===== config.mk =====
export PLATFORM = sky130hd
export DESIGN_NAME = dht11_frame_decoder
export DESIGN_NICKNAME = d
export VERILOG_FILES = /design/src/rtl/dht_pkg.sv /design/src/rtl/dht11_frame_decoder_bin8_to_bcd3.sv /design/src/rtl/dht11_frame_decoder.sv
export SDC_FILE = /design/constraint.sdc
export NUM_CORES = 1
export LEC_CHECK = 0
export BUFFER_PORTS_ARGS = -buffer_cell sky130_fd_sc_hd__buf_2
export CORE_AREA = 2 2 105 107
export CTS_BUF_LIST = sky130_fd_sc_hd__clkbuf_8
export CTS_CLUSTER_DIAMETER = 50
export DETAILED_ROUTE_END_ITERATION = 16
export DIE_AREA = 0 0 107 109
export GPL_TIMING_DRIVEN = 0
export HOLD_SLACK_MARGIN = 0.12
export PLACE_DENSITY = 0.75
export SLEW_MARGIN = 20
export SYNTH_ARGS = -nofsm -noshare
export SYNTH_HDL_FRONTEND = slang
export SYNTH_SLANG_ARGS = --single-unit

===== constraint.sdc =====
create_clock -name clk_50MHz -period 5.4 [get_ports clk_50MHz]
set_input_delay 0 -clock clk_50MHz [delete_from_list [all_inputs] [get_ports clk_50MHz]]
set_output_delay 0 -clock clk_50MHz [all_outputs]
set_load 0.01 [all_outputs]

===== src/rtl/dht_pkg.sv =====
// Shared definitions for the DHT11 frame decoder: FSM states, status codes,
// frame byte layout and default error constants.
package dht_pkg;

  typedef enum logic [2:0] {
    S_IDLE      = 3'd0,
    S_CHECK     = 3'd1,
    S_CONV_HUM  = 3'd2,
    S_CONV_TEMP = 3'd3,
    S_PRESENT   = 3'd4
  } state_t;

  typedef enum logic [1:0] {
    ST_OK         = 2'b00,
    ST_SENSOR_ERR = 2'b01,
    ST_CHK_ERR    = 2'b10
  } status_t;

  // Byte index inside the 40-bit frame (byte 4 is the MSB byte).
  localparam int B_HUM_INT   = 4;
  localparam int B_HUM_FRAC  = 3;
  localparam int B_TEMP_INT  = 2;
  localparam int B_TEMP_FRAC = 1;
  localparam int B_CHKSUM    = 0;

  localparam logic [39:0] SENSOR_ERR_PATTERN_DEF = 40'hFF_FFFF_FFFF;
  localparam logic [11:0] ERR_BCD_DEF            = 12'hEEE;

  function automatic logic [7:0] frame_byte(input logic [39:0] f, input int idx);
    return f[idx*8 +: 8];
  endfunction

  // Checksum is the low 8 bits of the sum of the four data bytes.
  function automatic logic checksum_ok(input logic [39:0] f);
    logic [7:0] sum;
    sum = frame_byte(f, B_HUM_INT) + frame_byte(f, B_HUM_FRAC)
        + frame_byte(f, B_TEMP_INT) + frame_byte(f, B_TEMP_FRAC);
    return sum == frame_byte(f, B_CHKSUM);
  endfunction

endpackage


===== src/rtl/dht11_frame_decoder_bin8_to_bcd3.sv =====
// Sequential 8-bit binary to 3-digit BCD converter (double-dabble), one
// iteration per clock; o_done is high during the 8th iteration with o_bcd valid.
module bin8_to_bcd3 (
  input  logic        clk_50MHz,
  input  logic        rst,
  input  logic        i_start,
  input  logic [7:0]  i_bin,
  output logic        o_done,
  output logic [11:0] o_bcd
);

  logic [7:0]  r_bin;
  logic [11:0] r_bcd;
  logic [3:0]  r_cnt;
  logic        r_run;

  logic [11:0] w_adj;
  logic [19:0] w_sh;

  for (genvar n = 0; n < 3; n++) begin : g_nib
    assign w_adj[n*4 +: 4] = (r_bcd[n*4 +: 4] >= 4'd5) ? r_bcd[n*4 +: 4] + 4'd3
                                                       : r_bcd[n*4 +: 4];
  end

  // The hundreds digit never exceeds 2, so the bit shifted out of the top is always 0.
  assign w_sh   = {w_adj, r_bin} << 1;
  assign o_bcd  = w_sh[19:8];
  assign o_done = r_run && (r_cnt == 4'd7);

  always_ff @(posedge clk_50MHz or negedge rst) begin
    if (!rst) begin
      r_bin <= '0;
      r_bcd <= '0;
      r_cnt <= '0;
      r_run <= 1'b0;
    end else if (i_start) begin
      r_bin <= i_bin;
      r_bcd <= '0;
      r_cnt <= '0;
      r_run <= 1'b1;
    end else if (r_run) begin
      r_bin <= w_sh[7:0];
      r_bcd <= w_sh[19:8];
      r_cnt <= r_cnt + 4'd1;
      if (r_cnt == 4'd7) r_run <= 1'b0;
    end
  end

endmodule


===== src/rtl/dht11_frame_decoder.sv =====
// DHT11 frame decoder: classify a 40-bit frame, convert integer bytes to BCD,
// present over valid/ready. Optional macro DHT_LAST_GOOD_HOLD_EN keeps the last
// good readings on error frames.
module dht11_frame_decoder
  import dht_pkg::*;
#(
  parameter logic [11:0] ERR_BCD            = ERR_BCD_DEF,
  parameter logic [39:0] SENSOR_ERR_PATTERN = SENSOR_ERR_PATTERN_DEF
) (
  input  logic        clk_50MHz,
  input  logic        rst,
  input  logic [39:0] frame_in,
  input  logic        frame_done,
  input  logic        out_ready,
  output logic        out_valid,
  output logic [1:0]  status,
  output logic [11:0] hum_bcd,
  output logic [11:0] temp_bcd,
  output logic [7:0]  hum_frac,
  output logic [7:0]  temp_frac,
  output logic        overrun,
  output logic        busy
);

  state_t      r_state, w_next;
  logic [39:0] r_frame;
  logic [1:0]  r_status;
  logic [11:0] r_hum_bcd, r_temp_bcd;
  logic [7:0]  r_hum_frac, r_temp_frac;
  logic        r_overrun;

  status_t     w_status;
  logic        w_err;
  logic        w_conv_start;
  logic [7:0]  w_conv_bin;
  logic        w_conv_done;
  logic [11:0] w_conv_bcd;

  always_comb begin
    w_status = ST_OK;
    if (r_frame == SENSOR_ERR_PATTERN) w_status = ST_SENSOR_ERR;
    else if (!checksum_ok(r_frame))    w_status = ST_CHK_ERR;
  end
  assign w_err = (w_status != ST_OK);

  bin8_to_bcd3 u_bcd (
    .clk_50MHz (clk_50MHz),
    .rst       (rst),
    .i_start   (w_conv_start),
    .i_bin     (w_conv_bin),
    .o_done    (w_conv_done),
    .o_bcd     (w_conv_bcd)
  );

  always_ff @(posedge clk_50MHz or negedge rst) begin
    if (!rst) r_state <= S_IDLE;
    else      r_state <= w_next;
  end

  always_comb begin
    w_next = r_state;
    case (r_state)
      S_IDLE:      if (frame_done)  w_next = S_CHECK;
      S_CHECK:     w_next = w_err ? S_PRESENT : S_CONV_HUM;
      S_CONV_HUM:  if (w_conv_done) w_next = S_CONV_TEMP;
      S_CONV_TEMP: if (w_conv_done) w_next = S_PRESENT;
      S_PRESENT:   if (out_ready)   w_next = S_IDLE;
      default:     w_next = S_IDLE;
    endcase
  end

  // The converter is reloaded with temp_int in the same cycle humidity finishes.
  always_comb begin
    out_valid    = 1'b0;
    busy         = (r_state != S_IDLE);
    w_conv_start = 1'b0;
    w_conv_bin   = frame_byte(r_frame, B_HUM_INT);
    case (r_state)
      S_CHECK:    w_conv_start = !w_err;
      S_CONV_HUM: begin
        w_conv_start = w_conv_done;
        w_conv_bin   = frame_byte(r_frame, B_TEMP_INT);
      end
      S_PRESENT:  out_valid = 1'b1;
      default:    ;
    endcase
  end

  always_ff @(posedge clk_50MHz or negedge rst) begin
    if (!rst) begin
      r_frame     <= '0;
      r_status    <= ST_OK;
      r_hum_bcd   <= '0;
      r_temp_bcd  <= '0;
      r_hum_frac  <= '0;
      r_temp_frac <= '0;
      r_overrun   <= 1'b0;
    end else begin
      if (frame_done && r_state != S_IDLE) r_overrun <= 1'b1;
      case (r_state)
        S_IDLE: if (frame_done) r_frame <= frame_in;
        S_CHECK: begin
          r_status <= w_status;
`ifdef DHT_LAST_GOOD_HOLD_EN
`else
          if (w_err) begin
            r_hum_bcd   <= ERR_BCD;
            r_temp_bcd  <= ERR_BCD;
            r_hum_frac  <= '0;
            r_temp_frac <= '0;
          end
`endif
        end
        S_CONV_HUM: if (w_conv_done) r_hum_bcd <= w_conv_bcd;
        S_CONV_TEMP: if (w_conv_done) begin
          r_temp_bcd  <= w_conv_bcd;
          r_hum_frac  <= frame_byte(r_frame, B_HUM_FRAC);
          r_temp_frac <= frame_byte(r_frame, B_TEMP_FRAC);
        end
        default: ;
      endcase
    end
  end

  assign status    = r_status;
  assign hum_bcd   = r_hum_bcd;
  assign temp_bcd  = r_temp_bcd;
  assign hum_frac  = r_hum_frac;
  assign temp_frac = r_temp_frac;
  assign overrun   = r_overrun;

endmodule


# Word level (Yosys, flattened, before mapping)
# Index checks and enable logic that the tools add are counted.
# totals
regBits	111
in_bits	44
output_inout_bits	45
# classes
add_sub_neg	7
n_eq_ne	12
muxes	32
reduce_logical	13
n_lt_le_gt_ge	3
# ops
operator	count
two-way mux 12 bit	4
two-way mux 8 bit	6
one-hot mux 12 bit (2 select lines)	2
== test 40 bit (second input constant)	1
one-hot mux 8 bit (2 select lines)	2
adder 8 bit	3
two-way mux 3 bit	6
two-way mux 4 bit	4
one-hot mux 3 bit (5 select lines)	1
greater-or-equal comparator 4 x 3 -> 1 bit (second input constant)	3
!= test 2 bit (second input constant)	5
adder 4 x 2 -> 4 bit (second input constant)	2
== test 8 bit	1
nonzero test 2 bit	4
== test 3 x 2 -> 1 bit (second input constant)	2
AND reduction 3 bit	2
adder 4 x 1 -> 4 bit (second input constant)	1
== test 4 x 3 -> 1 bit (second input constant)	1
two-way mux 1 bit	4
two-way mux 2 bit	2
AND reduction 4 bit	1
adder 3 x 2 -> 3 bit (second input constant)	1
== test 3 x 1 -> 1 bit (second input constant)	1
== test 3 bit (second input constant)	1
6 further kinds	7

# Longest topological paths before layout
# depth
ltp_word	10
mapped_depth	14

# Cells and area by module
# A second synthesis with hierarchy kept.
# hier_totals
hier_cells	511
hier_area_um2	5645.4
# by_module_without_submodules
mod	instances	seq_area_each_um2	cells_per_inst	area_per_inst_um2
dht11_frame_decoder	1	2152.1	359	4200.3
bin8_to_bcd3	1	625.6	152	1445.1

# Least setup slack after synthesis
# OpenSTA, ideal clock, no wires.
# synth_timing
path_kind	flip-flop to flip-flop
start	register r_frame[9]
end	register u_bcd.r_bcd[11]
setup_time_ns	0.142
slack_ns	1.666
path_stages_with_launch	14
n_path_buf	1
t_arrival_ns	3.592
period_less_slack_ns	3.734
path_cell_list	dfrtp_1 -> fa_1 -> inv_1 -> fa_1 -> inv_1 -> ha_1 -> fa_1 -> xnor3_1 -> nand4_1 -> a221oi_4 -> o2111ai_4 -> o21ai_4 -> buf_4 -> a211oi_1
# synth_between
elab_chain_cells	8
word_cells_on_any_way	10
classes_between	add/sub (1); eq/ne (2); mux (4); reduce/logical (3)
# synth_rtl
element	line	rtl
start: declaration	dht11_frame_decoder.sv:26	logic [39:0] r_frame;
start signal: assignment	dht11_frame_decoder.sv:101	S_IDLE: if (frame_done) r_frame <= frame_in;
adder 8 bit	dht_pkg.sv:37	+ frame_byte(f, B_TEMP_INT) + frame_byte(f, B_TEMP_FRAC);
== test 8 bit	dht_pkg.sv:38	return sum == frame_byte(f, B_CHKSUM);
two-way mux 2 bit	dht11_frame_decoder.sv:42	else if (!checksum_ok(r_frame)) w_status = ST_CHK_ERR;
two-way mux 2 bit *	dht11_frame_decoder.sv:41	if (r_frame == SENSOR_ERR_PATTERN) w_status = ST_SENSOR_ERR;
nonzero test 2 bit *	dht11_frame_decoder.sv:44	assign w_err = (w_status != ST_OK);
logical NOT 1 bit *	dht11_frame_decoder.sv:79	S_CHECK: w_conv_start = !w_err;
one-hot mux 1 bit (2 select lines) *	dht11_frame_decoder.sv:78	case (r_state)
two-way mux 12 bit / nonzero test 2 bit (equally long branches)	-	
end signal: assignment	dht11_frame_decoder_bin8_to_bcd3.sv:43	r_bcd <= w_sh[19:8];
end: declaration	dht11_frame_decoder_bin8_to_bcd3.sv:13	logic [11:0] r_bcd;
# Every way passes the cells marked *; elsewhere a longest branch is shown, timed or not.
# A chain may end at the register's enable or synchronous reset.

# Worst setup path after layout
# layout_timing
start	register r_frame[9]
end	register r_temp_bcd[3] (netlist: temp_bcd[3])
# layout_between
elab_chain_cells	7
word_cells_on_any_way	8
classes_between	add/sub (1); eq/ne (3); mux (2); reduce/logical (2)
# layout_rtl
element	line	rtl
adder 8 bit	dht_pkg.sv:37	
== test 8 bit	dht_pkg.sv:38	
two-way mux 2 bit	dht11_frame_decoder.sv:42	
two-way mux 2 bit *	dht11_frame_decoder.sv:41	
nonzero test 2 bit *	dht11_frame_decoder.sv:44	
!= test 2 bit (no source line) *	-	
AND reduction 3 bit (no source line) *	-	
end signal: assignment	dht11_frame_decoder.sv:116	r_temp_bcd <= w_conv_bcd;
end: declaration	dht11_frame_decoder.sv:28	logic [11:0] r_hum_bcd, r_temp_bcd;
# Marks and branches as above.

==> results.ini <==
[routing]
drtIter0Drc = 209
wl_um = 13200
drc = 0
dr.pass1.iters = 4
wl_per_cell_um = 17.5
via_count = 4126
antenna_left = 0
post_drt_via_cell_ratio = 5.46

[timing]
max_slew_margin = 0.426
tightest_slew_ns = 0.857
tns_ns = 0
period_share = 0.776
final-max-slew-violation-count = 0
fmax_mhz = 239
finalHoldViolCount = 0
period_minus_slack_ns = 4.19
clock_skew_ns = 0.0204
rsz0062_at_grt = false
setup_viol = 0
finalWorstSetupSlack_ns = 1.21

[die]
placementRows = 38
io_pins = 89
die_h_um = 109
core_area_um2 = 10600
dieArea_um2 = 11700
floorplan.initialDensity = 0.519
dieWidth_um = 107

[status]
outcome = complete, no violations

[min_path]
hold_start = out_ready
holdPathEnd = r_state[2]
hp-class = in -> reg
holdPathStages = 3

[cells_and_area]
layout.nets = 683
drive_above_1_share = 0.268
final_common_cell = dfrtp_1
fin_area_um2 = 6790
layout_common_cells = 111 x dfrtp_1, 91 x buf_2, 55 x nor2_1
antennaDiodeCount = 0
areaGrowthSynthToFinish_pct = 23.5
fin_cells = 756

[placement]
placed_cell_area_um2 = 6150
pre_cts_ws_ns = 1.26
place_inst = 695
portBuffers = 88
gp_congestion = 0.899
dpl.hpwl_um = 9400

[yosys]
synth-seq-cells = 111
synth-edff-count = 0
ys.warnings.count = 0
post-synth-top-area-fraction = 0.505
synth_flop_cell = dfrtp_1
synth_nets = 538
synth_cells = 466
avgSynthCellArea_um2 = 11.8
synth-async-reset-ratio = 1.00
ys_seq_area_frac = 0.505
synth.largest_area_cell = dfrtp_1
yosysUniqueCellTypes = 46
yosys-top-cells-area = dfrtp_1 51%, mux2_2 7.2%, fa_1 5.1%
netlist_area_um2 = 5500

[worst_setup_path]
cp_data_arrival_time_ns = 4.42
reg2reg_setup_slack_ns = 1.21
crit_required_ns = 5.64
criticalPathCategory = reg -> reg
worstPathMaxFanout = 10
cp-end-kind = flip-flop
r2r-start = r_frame[9]
reg2reg_to = temp_bcd[3]
r2r_cells = 14
worstSetupStartpointType = flip-flop

[global_routing]
overflow = 0
grt_usage = 0.245
grt_max_degree = 84
antenna_found_initial = 0
grt_pass1_wl_um = 21800
grt_pass1_vias = 4261

[power]
p_leak_nw = 3.13
ir_worst_vdd_uv = 702
powerDensity_nw_per_um2 = 724

[flow_run]
drv_cap = 0

[cts]
clk_pin_slew_ns = 0.11
tritoncts_num_sinks = 111
root_buffer = clkbuf_8
clockBufferDepth = 2
cts_resized = 0
insertion_delay_ns = 0.39
cts_buffers = 9
htree_num_levels = 3
cts_tree = built

-- worst max-delay path, stage by stage, from the launching register on --
cell and delay, ns:
dfrtp_1 0.46, fa_1 0.55, inv_1 0.05, fa_1 0.49
inv_1 0.04, ha_1 0.24, fa_1 0.40, xnor3_1 0.37
nand4_1 0.16, a221oi_4 0.30, o21ai_2 0.11, o31ai_2 0.33
buf_4 0.26, buf_6 0.18, a22oi_1 0.07
-- sequential cells by signal (all words and copies together), names as in the netlist --
| name | flops |
|---|---|
| u_bcd.r_cnt | 4 |
| hum_frac | 8 |
| overrun | 1 |
| u_bcd.r_bcd | 12 |
| u_bcd.r_run | 1 |
| temp_bcd | 12 |
| hum_bcd | 12 |
| r_frame | 40 |
| u_bcd.r_bin | 8 |
| status | 2 |
| r_state | 3 |
| temp_frac | 8 |
-- final cells by class --
cell class | instances | area (µm²)
Buffer | 19 | 110
Clock buffer | 9 | 124
Clock inverter | 7 | 56.3
Fill cell | 835 | 3810
Inverter | 28 | 105
Multi-Input combinational cell | 308 | 2510
Sequential cell | 111 | 2780
Tap cell | 140 | 175
Timing Repair Buffer | 134 | 935
-- layer usage --
layer	wire (µm)	track usage	vias up	share of wire
met5	0	0	-	0
met4	248	0.0631	0	0.019
li1	-	-	1928	-
met3	556	0.0466	19	0.042
met2	6930	0.438	109	0.52
met1	5480	0.307	2070	0.41
-- report_power, final --
| part | switching, mW | internal, mW | total (mW) | leakage [nW] |
|---|---|---|---|---|
| Combinational | 1.69 | 1.37 | 3.06 | 1.68 |
| Sequential | 0.305 | 1.07 | 1.38 | 1.34 |
| Clock | 0.301 | 0.176 | 0.477 | 0.101 |
-- timing repair --
item / 4_1_cts / 5_1_grt
hold buffers: 45 / 0
buffers inserted: 0 / 0
hold endpoints to repair: 154 / 0
-- how the worst max path moves through the flow --
stage               slack, ns         endpoint        from
global placement         1.27     temp_bcd[10]  r_frame[9]
CTS                      1.19     temp_bcd[10]  r_frame[9]
global route             0.98      temp_bcd[3]  r_frame[9]
detailed placement       1.26     temp_bcd[10]  r_frame[9]
finish                   1.21      temp_bcd[3]  r_frame[9]
floorplan                1.67  u_bcd.r_bcd[11]  r_frame[9]
-- synthesized netlist by cell type (2+ instances only) --
library cell    n
a211oi_1       11
a21o_1          5
a21oi_1        24
a221oi_1        2
a22o_1         17
a22oi_1         9
a31o_2          3
and3_1          2
buf_2           4
buf_4           5
buf_6           2
clkbuf_1        8
dfrtp_1       111
fa_1           14
ha_1           14
inv_1          28
mux2_2         35
mux2i_1        18
nand2_1        12
nand2b_1        8
nand3_1         6
nand4_1        12
nor2_1         55
nor2b_1         2
nor3_1          5
nor3b_1         5
nor4_1          2
o21ai_0        12
o21ai_2         2
o2bb2ai_1       2
xnor2_1        11
xnor3_1         3
xor2_1          4
-- through the flow --
step,hold WS (ns),util,power [mW]
3_3_place_gp,0.185,0.577,4.31
6_report,0.349,0.640,4.92
5_1_grt,0.362,0.640,5.33
2_1_floorplan,-0.296,-,3.78
3_5_place_dp,-0.108,0.580,4.42
4_1_cts,0.339,0.640,4.94
-- cells by family after synthesis --
family / share of synthesized area
compound gates: 0.132
xor+xnor: 0.0391
fa+ha+maj: 0.0828
buf+inv: 0.0391
flops: 0.505
mux: 0.104
simple gates: 0.0978
No activity file was read; power rests on OpenSTA's default activity.
